==> src/rtl/id_ex_stage_if.sv <==
// Decode/execute boundary bundle: decode slot, pipeline control, register-file
// read and writeback ports, and the registered execute-stage outputs.
// Pure wiring: no latency, no storage; hold/kill is signalled by stall/flush.
//
// Modports:
//   master - upstream pipeline/regfile side: drives decode, control, read data,
//            writeback; observes read addresses, hazard_d and E outputs.
//   slave  - the id_ex_stage itself.
interface id_ex_stage_if;
    // decode slot
    logic [31:0] instr_d;
    logic [31:0] pc_d;
    logic        valid_d;
    // pipeline control
    logic        stall;
    logic        flush;
    logic        hazard_d;
    // register file read
    logic [4:0]  ra1;
    logic [4:0]  ra2;
    logic [31:0] rd1;
    logic [31:0] rd2;
    // writeback port currently driving the register file
    logic        wb_we;
    logic [4:0]  wb_wa;
    logic [31:0] wb_wd;
    // execute-stage registers
    logic        valid_e;
    logic [31:0] instr_e;
    logic [31:0] pc_e;
    logic [31:0] rs1_val_e;
    logic [31:0] rs2_val_e;
    logic [31:0] imm_e;
    logic [4:0]  rs1_e;
    logic [4:0]  rs2_e;
    logic [4:0]  rd_e;
    logic        is_load_e;

    modport master (
        output instr_d, pc_d, valid_d, stall, flush, rd1, rd2,
               wb_we, wb_wa, wb_wd,
        input  hazard_d, ra1, ra2, valid_e, instr_e, pc_e, rs1_val_e,
               rs2_val_e, imm_e, rs1_e, rs2_e, rd_e, is_load_e
    );

    modport slave (
        input  instr_d, pc_d, valid_d, stall, flush, rd1, rd2,
               wb_we, wb_wa, wb_wd,
        output hazard_d, ra1, ra2, valid_e, instr_e, pc_e, rs1_val_e,
               rs2_val_e, imm_e, rs1_e, rs2_e, rd_e, is_load_e
    );
endinterface

==> src/rtl/id_ex_stage.sv <==
// RV32I decode->execute pipeline register with immediate generation and load-use detection.
// Latency: one cycle decode->E; ra1/ra2 and hazard_d are combinational.
// Backpressure: stall freezes E; hazard_d asks upstream to hold while a bubble is inserted.
//
// Ports: clk, reset (synchronous, active-high), bus (id_ex_stage_if.slave).
// Option: define ID_WB_BYPASS_EN to forward the writeback value into the source
// operands; otherwise a writeback/source collision raises hazard_d instead.
module id_ex_stage #(
    parameter logic [31:0] NOP_INSTR = 32'h00000013
) (
    input  logic          clk,
    input  logic          reset,
    id_ex_stage_if.slave  bus
);
    localparam logic [6:0] OP_LUI    = 7'b0110111;
    localparam logic [6:0] OP_AUIPC  = 7'b0010111;
    localparam logic [6:0] OP_JAL    = 7'b1101111;
    localparam logic [6:0] OP_JALR   = 7'b1100111;
    localparam logic [6:0] OP_BRANCH = 7'b1100011;
    localparam logic [6:0] OP_LOAD   = 7'b0000011;
    localparam logic [6:0] OP_STORE  = 7'b0100011;
    localparam logic [6:0] OP_IMM    = 7'b0010011;
    localparam logic [6:0] OP_REG    = 7'b0110011;

    logic [31:0] instr;
    logic [6:0]  opcode;
    logic [4:0]  rs1;
    logic [4:0]  rs2;
    logic [4:0]  rd;
    logic        rs1_used;
    logic        rs2_used;
    logic [31:0] imm;
    logic [31:0] src1;
    logic [31:0] src2;
    logic        load_use;
    logic        wb_hazard;

    assign instr  = bus.instr_d;
    assign opcode = instr[6:0];
    assign rs1    = instr[19:15];
    assign rs2    = instr[24:20];
    assign rd     = instr[11:7];

    assign bus.ra1 = rs1;
    assign bus.ra2 = rs2;

    // Unknown opcodes are treated as reading rs1 so they can never slip past a
    // pending load unnoticed.
    assign rs1_used = !(opcode == OP_LUI || opcode == OP_AUIPC || opcode == OP_JAL);
    assign rs2_used = (opcode == OP_REG) || (opcode == OP_STORE) || (opcode == OP_BRANCH);

    always_comb begin
        imm = 32'd0;
        case (opcode)
            OP_IMM, OP_LOAD, OP_JALR:
                imm = {{20{instr[31]}}, instr[31:20]};
            OP_STORE:
                imm = {{20{instr[31]}}, instr[31:25], instr[11:7]};
            OP_BRANCH:
                imm = {{19{instr[31]}}, instr[31], instr[7], instr[30:25], instr[11:8], 1'b0};
            OP_LUI, OP_AUIPC:
                imm = {instr[31:12], 12'd0};
            OP_JAL:
                imm = {{11{instr[31]}}, instr[31], instr[19:12], instr[20], instr[30:21], 1'b0};
            default:
                imm = 32'd0;
        endcase
    end

    // A killed or empty decode slot never needs to wait; x0 never matches.
    assign load_use = bus.valid_d && !bus.flush && bus.valid_e && bus.is_load_e &&
                      (bus.rd_e != 5'd0) &&
                      ((rs1_used && (bus.rd_e == rs1)) || (rs2_used && (bus.rd_e == rs2)));

`ifdef ID_WB_BYPASS_EN
    // Register file writes at the end of this cycle, so its read data is stale
    // for the index being written; take the writeback value directly.
    assign src1 = (bus.wb_we && (bus.wb_wa != 5'd0) && (bus.wb_wa == rs1)) ? bus.wb_wd : bus.rd1;
    assign src2 = (bus.wb_we && (bus.wb_wa != 5'd0) && (bus.wb_wa == rs2)) ? bus.wb_wd : bus.rd2;
    assign wb_hazard = 1'b0;
`else
    // Without forwarding, wait one cycle until the write has landed.
    assign src1 = bus.rd1;
    assign src2 = bus.rd2;
    assign wb_hazard = bus.wb_we && (bus.wb_wa != 5'd0) && bus.valid_d && !bus.flush &&
                       ((rs1_used && (bus.wb_wa == rs1)) || (rs2_used && (bus.wb_wa == rs2)));
`endif

    assign bus.hazard_d = load_use || wb_hazard;

    // reset > flush > stall > hazard > load
    always_ff @(posedge clk) begin
        if (reset || bus.flush || (!bus.stall && bus.hazard_d)) begin
            bus.valid_e   <= 1'b0;
            bus.instr_e   <= NOP_INSTR;
            bus.pc_e      <= 32'd0;
            bus.rs1_val_e <= 32'd0;
            bus.rs2_val_e <= 32'd0;
            bus.imm_e     <= 32'd0;
            bus.rs1_e     <= 5'd0;
            bus.rs2_e     <= 5'd0;
            bus.rd_e      <= 5'd0;
            bus.is_load_e <= 1'b0;
        end else if (!bus.stall) begin
            bus.valid_e   <= bus.valid_d;
            bus.instr_e   <= instr;
            bus.pc_e      <= bus.pc_d;
            bus.rs1_val_e <= src1;
            bus.rs2_val_e <= src2;
            bus.imm_e     <= imm;
            bus.rs1_e     <= rs1;
            bus.rs2_e     <= rs2;
            bus.rd_e      <= rd;
            bus.is_load_e <= (opcode == OP_LOAD);
        end
    end
endmodule

==> src/flat_wrapper.sv <==
// flat-port wrapper written by rule: the top's interface ports become plain ports
module id_ex_stage_flat 
#(
    parameter logic [31:0] NOP_INSTR = 32'h00000013
)
  (clk, reset, bus_instr_d, bus_pc_d, bus_valid_d, bus_stall, bus_flush, bus_rd1, bus_rd2, bus_wb_we, bus_wb_wa, bus_wb_wd, bus_hazard_d, bus_ra1, bus_ra2, bus_valid_e, bus_instr_e, bus_pc_e, bus_rs1_val_e, bus_rs2_val_e, bus_imm_e, bus_rs1_e, bus_rs2_e, bus_rd_e, bus_is_load_e);
  id_ex_stage_if bus_i ();
  input  logic clk;
  input  logic reset;
  input wire logic [$bits(bus_i.instr_d)-1:0] bus_instr_d;
  input wire logic [$bits(bus_i.pc_d)-1:0] bus_pc_d;
  input wire logic [$bits(bus_i.valid_d)-1:0] bus_valid_d;
  input wire logic [$bits(bus_i.stall)-1:0] bus_stall;
  input wire logic [$bits(bus_i.flush)-1:0] bus_flush;
  input wire logic [$bits(bus_i.rd1)-1:0] bus_rd1;
  input wire logic [$bits(bus_i.rd2)-1:0] bus_rd2;
  input wire logic [$bits(bus_i.wb_we)-1:0] bus_wb_we;
  input wire logic [$bits(bus_i.wb_wa)-1:0] bus_wb_wa;
  input wire logic [$bits(bus_i.wb_wd)-1:0] bus_wb_wd;
  output wire logic [$bits(bus_i.hazard_d)-1:0] bus_hazard_d;
  output wire logic [$bits(bus_i.ra1)-1:0] bus_ra1;
  output wire logic [$bits(bus_i.ra2)-1:0] bus_ra2;
  output wire logic [$bits(bus_i.valid_e)-1:0] bus_valid_e;
  output wire logic [$bits(bus_i.instr_e)-1:0] bus_instr_e;
  output wire logic [$bits(bus_i.pc_e)-1:0] bus_pc_e;
  output wire logic [$bits(bus_i.rs1_val_e)-1:0] bus_rs1_val_e;
  output wire logic [$bits(bus_i.rs2_val_e)-1:0] bus_rs2_val_e;
  output wire logic [$bits(bus_i.imm_e)-1:0] bus_imm_e;
  output wire logic [$bits(bus_i.rs1_e)-1:0] bus_rs1_e;
  output wire logic [$bits(bus_i.rs2_e)-1:0] bus_rs2_e;
  output wire logic [$bits(bus_i.rd_e)-1:0] bus_rd_e;
  output wire logic [$bits(bus_i.is_load_e)-1:0] bus_is_load_e;
  assign bus_i.instr_d = bus_instr_d;
  assign bus_i.pc_d = bus_pc_d;
  assign bus_i.valid_d = bus_valid_d;
  assign bus_i.stall = bus_stall;
  assign bus_i.flush = bus_flush;
  assign bus_i.rd1 = bus_rd1;
  assign bus_i.rd2 = bus_rd2;
  assign bus_i.wb_we = bus_wb_we;
  assign bus_i.wb_wa = bus_wb_wa;
  assign bus_i.wb_wd = bus_wb_wd;
  assign bus_hazard_d = bus_i.hazard_d;
  assign bus_ra1 = bus_i.ra1;
  assign bus_ra2 = bus_i.ra2;
  assign bus_valid_e = bus_i.valid_e;
  assign bus_instr_e = bus_i.instr_e;
  assign bus_pc_e = bus_i.pc_e;
  assign bus_rs1_val_e = bus_i.rs1_val_e;
  assign bus_rs2_val_e = bus_i.rs2_val_e;
  assign bus_imm_e = bus_i.imm_e;
  assign bus_rs1_e = bus_i.rs1_e;
  assign bus_rs2_e = bus_i.rs2_e;
  assign bus_rd_e = bus_i.rd_e;
  assign bus_is_load_e = bus_i.is_load_e;
  id_ex_stage #(.NOP_INSTR(NOP_INSTR)) u_core (.clk(clk), .reset(reset), .bus(bus_i));
endmodule
==> config.mk <==
export PLATFORM = sky130hd
export DESIGN_NAME = id_ex_stage_flat
export DESIGN_NICKNAME = d
export VERILOG_FILES = /design/src/rtl/id_ex_stage_if.sv /design/src/rtl/id_ex_stage.sv /design/src/flat_wrapper.sv
export SDC_FILE = /design/constraint.sdc
export NUM_CORES = 1
export LEC_CHECK = 0
export CAP_MARGIN = 0
export CORE_AREA = 2 2 140 142
export DETAILED_ROUTE_END_ITERATION = 10
export DIE_AREA = 0 0 142 144
export GPL_ROUTABILITY_DRIVEN = 0
export GPL_TIMING_DRIVEN = 0
export PLACE_DENSITY = 0.71
export SYNTH_ARGS = -nofsm -noshare
export SYNTH_HDL_FRONTEND = slang
export SYNTH_SLANG_ARGS = --single-unit
==> constraint.sdc <==
create_clock -name clk -period 3.14 [get_ports clk]
set_clock_uncertainty 0.05 [all_clocks]
set_input_delay 0.942 -clock clk [delete_from_list [all_inputs] [get_ports clk]]
set_output_delay 0.942 -clock clk [all_outputs]
set_load 0.02 [all_outputs]
## Yosys cells after proc, flatten, opt, wreduce, memory -nomap -nowiden

Index checks and enable logic that the tools add are counted.

- Output and inout bits: 188
- Input bits: 171
- Flip-flop bits (word level): 177

- Reduce and logical (&&, ||, !) cells: 30
- Multiplexer cells: 1
- Equality and inequality tests: 13

Operator list:

| kind | count |
|---|---|
| $pmux W32 S5 | 1 |
| $eq A7 B6 Y1 const B | 3 |
| $eq A7 B7 Y1 const B | 3 |
| $eq A5 B5 Y1 | 4 |
| $eq A7 B5 Y1 const B | 2 |
| $logic_and A1 B1 Y1 | 14 |
| $reduce_bool A5 Y1 | 2 |
| $logic_or A1 B1 Y1 | 9 |
| $eq A7 B2 Y1 const B | 1 |
| $logic_not A1 Y1 | 3 |
| $reduce_or A3 Y1 | 1 |
| $reduce_or A2 Y1 | 1 |

## Logic depth before layout (Yosys ltp)

- Depth in word-level cells: 10
- Depth in mapped cells: 9
- Depth with buffers taken out: 5

## Worst setup path after synthesis

Ideal clock, no wire load.

- Kind: input to output
- Start: in bus_instr_d[6]
- End: out bus_hazard_d
- Setup slack: 0.065 ns
- Arrival time: 2.083 ns
- Path buffers: 2
- Stages on the path: 5
- Cells stage by stage: buf_2 -> and4b_1 -> o21a_1 -> buf_6 -> o21ai_0

- Word-level cells in the longest chain between the ends: 8

Ends and longest elaborated chain:

| item | RTL line | source |
|---|---|---|
| start, declared | flat_wrapper.sv:10 | `input wire logic [$bits(bus_i.instr_d)-1:0] bus_instr_d;` |
| $eq A7 B6 Y1 / $eq A7 B5 Y1 (equally long branches) | id_ex_stage.sv:49 | `assign rs1_used = !(opcode == OP_LUI \|\| opcode == OP_AUIPC \|\| opcode == OP_JAL);` |
| $logic_or A1 B1 Y1 (2 in series) | id_ex_stage.sv:49 |  |
| $logic_not A1 Y1 | id_ex_stage.sv:49 |  |
| $logic_and A1 B1 Y1 (on tied branches) | id_ex_stage.sv:73, id_ex_stage.sv:86 |  |
| $logic_or A1 B1 Y1 (on tied branches) | id_ex_stage.sv:73, id_ex_stage.sv:86 |  |
| $logic_and A1 B1 Y1 (on tied branches) | id_ex_stage.sv:72, id_ex_stage.sv:85 |  |
| $logic_or A1 B1 Y1 * | id_ex_stage.sv:89 | `assign bus.hazard_d = load_use \|\| wb_hazard;` |
| end, declared | flat_wrapper.sv:20 | `output wire logic [$bits(bus_i.hazard_d)-1:0] bus_hazard_d;` |

Mark *: on every way between the ends. The rest lies on a longest branch, timed or not.

## Final worst setup path

- Start: in bus_wb_wa[4]
- End: out bus_hazard_d

- Word-level cells in the longest chain between the ends: 6

Ends and longest elaborated chain:

| item | RTL line | source |
|---|---|---|
| start, declared | flat_wrapper.sv:18 | `input wire logic [$bits(bus_i.wb_wa)-1:0] bus_wb_wa;` |
| $reduce_bool A5 Y1 | id_ex_stage.sv:85 | `assign wb_hazard = bus.wb_we && (bus.wb_wa != 5'd0) && bus.valid_d && !bus.flush &&` |
| $logic_and A1 B1 Y1 (3 in series) | id_ex_stage.sv:85 |  |
| $logic_and A1 B1 Y1 * | id_ex_stage.sv:85 |  |
| $logic_or A1 B1 Y1 * | id_ex_stage.sv:89 |  |

Marked as above.

==> results_dict.tcl <==
set metrics [dict create \
    post-route-cell-area_um2 10500 \
    routed.top_layer "met5" \
    grt-ovfl-total 0 \
    tightest_slew_ns 1.06 \
    unrepaired_setup_endpoints_after_global_routing "yes" \
    first_global_vias 5692 \
    drc 0 \
    antenna-diode-count 0 \
    cellLeakagePower_nw 3.71 \
    syn_inst 557 \
    final_critical_path_setup_slack_ns -0.0528 \
    placement.cell_area_um2 9800 \
    die_height_um 144 \
    area_growth_syn_to_layout_pct 67.2 \
    crit_path_start_kind "input port" \
    cts.clk_slew.worst_paths_ns 0.07 \
    fmaxAchievable_mhz 313 \
    drt-initial-drc-count 390 \
    buffer_ports.inserted 324 \
    postSynth.topFlopCell "dfxtp_1" \
    post_synth_fa_ha_maj_area_fraction 0 \
    grt_max_degree 17 \
    pre_cts_slack_ns -0.945 \
    number_of_antenna_violations_at_the_first_check_in_global_routing 1 \
    worst_path_max_fanout 3 \
    basic_gate_share_of_the_synthesized_area_counting_and_or_nand_and_nor_cells 0.0734 \
    rr_startpoint "u_core.bus.rd_e[3]" \
    synth_compound_area_frac 0.289 \
    core_area_um2 19100 \
    outcome "complete, but fails checks" \
    num_rows 51 \
    met3_length_um 1690 \
    syn_nets 728 \
    timing_max_transition_violations_final 0 \
    cts_max_path_buffers 2 \
    hold-path-cell-count 2 \
    postSynthAreaPerCell_um2 11.2 \
    timing.slew.headroom 0.289 \
    place_inst 1119 \
    worstPathRequired_ns 2.15 \
    cts.root.buffer_cell "clkbuf_16" \
    synth_top_family_by_area "compound AO/OA/AOI/OAI gates" \
    route.vias.total 6110 \
    layout.cells.most_common_list "clkdlybuf4s50_1 (300), dfxtp_1 (162), a32o_1 (126), nand2_1 (50), clkbuf_1 (38)" \
    r2r_end "u_core.bus.rd_e[2]" \
    synth.cell_area_um2 6260 \
    synthArstFlopShare 0 \
    synth-seq-cells 162 \
    worst_r2r_path_depth 7 \
    crit_path_end_kind "output pin" \
    finalSetupViolCount 1 \
    clk_sinks 162 \
    data_arrival_time_at_the_worst_slack_endpoint_ns 2.20 \
    number_of_flops_mapped_to_enable_cells_by_yosys 0 \
    postRouteAntennaNets 0 \
    regToRegSetupSlack_ns 0.59 \
    num_io_pins 359 \
    wl_on_met1_um 9290 \
    grt_pass1_wl_um 32500 \
    cts-htree-levels 4 \
    cts_made_buffers 17 \
    post-synth-top-area-cell "dfxtp_1" \
    yosys.cell_types.count 44 \
    tritoncts "built" \
    max-cap-violations 0 \
    layout_min_cycle_time_ns 3.19 \
    powerDensity_nw_per_um2 477 \
    die_width_um 142 \
    most_common_library_cell_in_the_layout_ignoring_fill_and_taps "clkdlybuf4s50_1" \
    post_layout_nonfiller_instances 1153 \
    fraction_of_layout_cells_with_a_size_suffix_above_1 0.116 \
    hold_viol_final 0 \
    synthDominantCellAreaShare 0.518 \
    final_nets 1073 \
    routed_wirelength_um 22000 \
    top_area_cells_in_the_synthesized_netlist "dfxtp_1 (52%), a32o_1 (20%), buf_6 (3.6%)" \
    number_of_detailed_routing_iterations_run_before_antenna_repair 5 \
    hpwlAfterDp_um 16700 \
    hold_path_class "reg -> reg" \
    ys.warnings.count 0 \
    worstSetupPathType "in -> out" \
    ir_drop_v 0.000353 \
    worst_hold_endpoint "u_core.bus.imm_e[17]" \
    timing.final.crit_share 1.02 \
    clk_latency_ns 0.42 \
    wl_met2_um 10600 \
    post_synth_mux_area_share 0 \
    holdCritStartpoint "u_core.bus.imm_e[17]" \
    yosys.area_share.xor_xnor 0.0280 \
    initial_utilization 0.328 \
    failing_checks "setup timing" \
    synth-seq-area-share 0.518 \
    design.die.area_um2 20400 \
    globalRouteTotalUtil 0.206 \
    route.detailed.vias_per_inst 5.30 \
    detail_route.wl_per_cell_um 19.1 \
]
[timing repair]
item	CTS	global route
pin swaps	2	10
buffers inserted	1	1
endpoints found under the hold margin	0	0
resized for setup	38	31
hold buffers	0	0
setup endpoints to repair	143	85
[Yosys cell counts, types with 2 or more instances]
cell type / instances
o31ai_1: 20
clkbuf_1: 38
a21boi_0: 2
a22o_1: 2
nand2_1: 50
a21oi_1: 10
o22a_1: 2
and3_1: 2
and4b_1: 2
a32o_1: 126
nand3b_1: 2
a221oi_1: 11
and2_1: 3
xnor2_1: 17
nand3_1: 5
xor2_1: 3
buf_4: 26
buf_2: 2
o21ai_0: 3
nor3_1: 3
a2111oi_0: 11
a22oi_1: 5
dfxtp_1: 162
nor2_1: 7
or4_1: 5
buf_6: 20
[critical path: stages]
cell and delay (ns):
buf_8 0.10, or4_4 0.54, nor2_4 0.14, nor3_2 0.05, a22oi_1 0.16, o21ai_1 0.09, buf_4 0.16
[through the flow]
stage          hold slack [ns]  utilization  TNS (ns)  power, W
3_3_place_gp             0.385        0.513    -88.32   0.00286
6_report                 0.402        0.548   -0.0528   0.00499
3_5_place_dp             0.388        0.513    -87.50   0.00286
2_1_floorplan            0.482            -         0   0.00247
5_1_grt                  0.424        0.548    -0.183   0.00516
4_1_cts                  0.403        0.547    -0.222   0.00504
[report_power, final]
group	switching, W	total [W]	internal (W)
clock	0.000849	0.00217	0.00132
sequential	0.0000349	0.00215	0.00212
combinational	0.000298	0.000665	0.000367
total	0.00118	0.00499	0.00381
[worst max path at each step]
stage,startpoint,endpoint,slack (ns),depth (start not counted)
floorplan,bus_instr_d[6],bus_hazard_d,0.07,5
global placement,bus_instr_d[3],bus_hazard_d,-0.95,7
detailed placement,bus_instr_d[3],bus_hazard_d,-0.95,7
CTS,bus_wb_wa[0],bus_hazard_d,-0.22,7
global route,bus_flush,bus_hazard_d,-0.14,7
finish,bus_wb_wa[4],bus_hazard_d,-0.05,7
[final cells by class]
type | count | area, um^2
fill | 1730 | 8620
buffer | 86 | 574
sequential | 162 | 3240
tap | 238 | 298
timing repair buffer | 326 | 3230
clock buffer | 21 | 470
multi-input combinational | 309 | 2500
clock inverter | 11 | 149
[sequential cells by signal, summed over array words and instances, names as in the netlist, 4 cells and up]
signal and cells:
u_core.bus.rs1_e 4, u_core.bus.imm_e 32, u_core.bus.rs1_val_e 32, u_core.bus.rs2_e 4, u_core.bus.pc_e 32, u_core.bus.rs2_val_e 32
u_core.bus.instr_e 20, u_core.bus.rd_e 4
[cell families (layout without fill, tap and decap cells)]
kind of cell           Yosys count  after routing
AO/OA/AOI/OAI                  198            198
AND/OR/NAND/NOR                 91             91
flip-flops                     162            162
XOR/XNOR                        20             20
buffers and inverters           86            444
[layer usage]
metal	track usage	up-vias
met1	0.253	2940
met2	0.348	252
met3	0.0646	31
met4	0.0637	2
met5	0	-
li1	-	2885
Note: power is estimated with default switching activity, not from simulation.
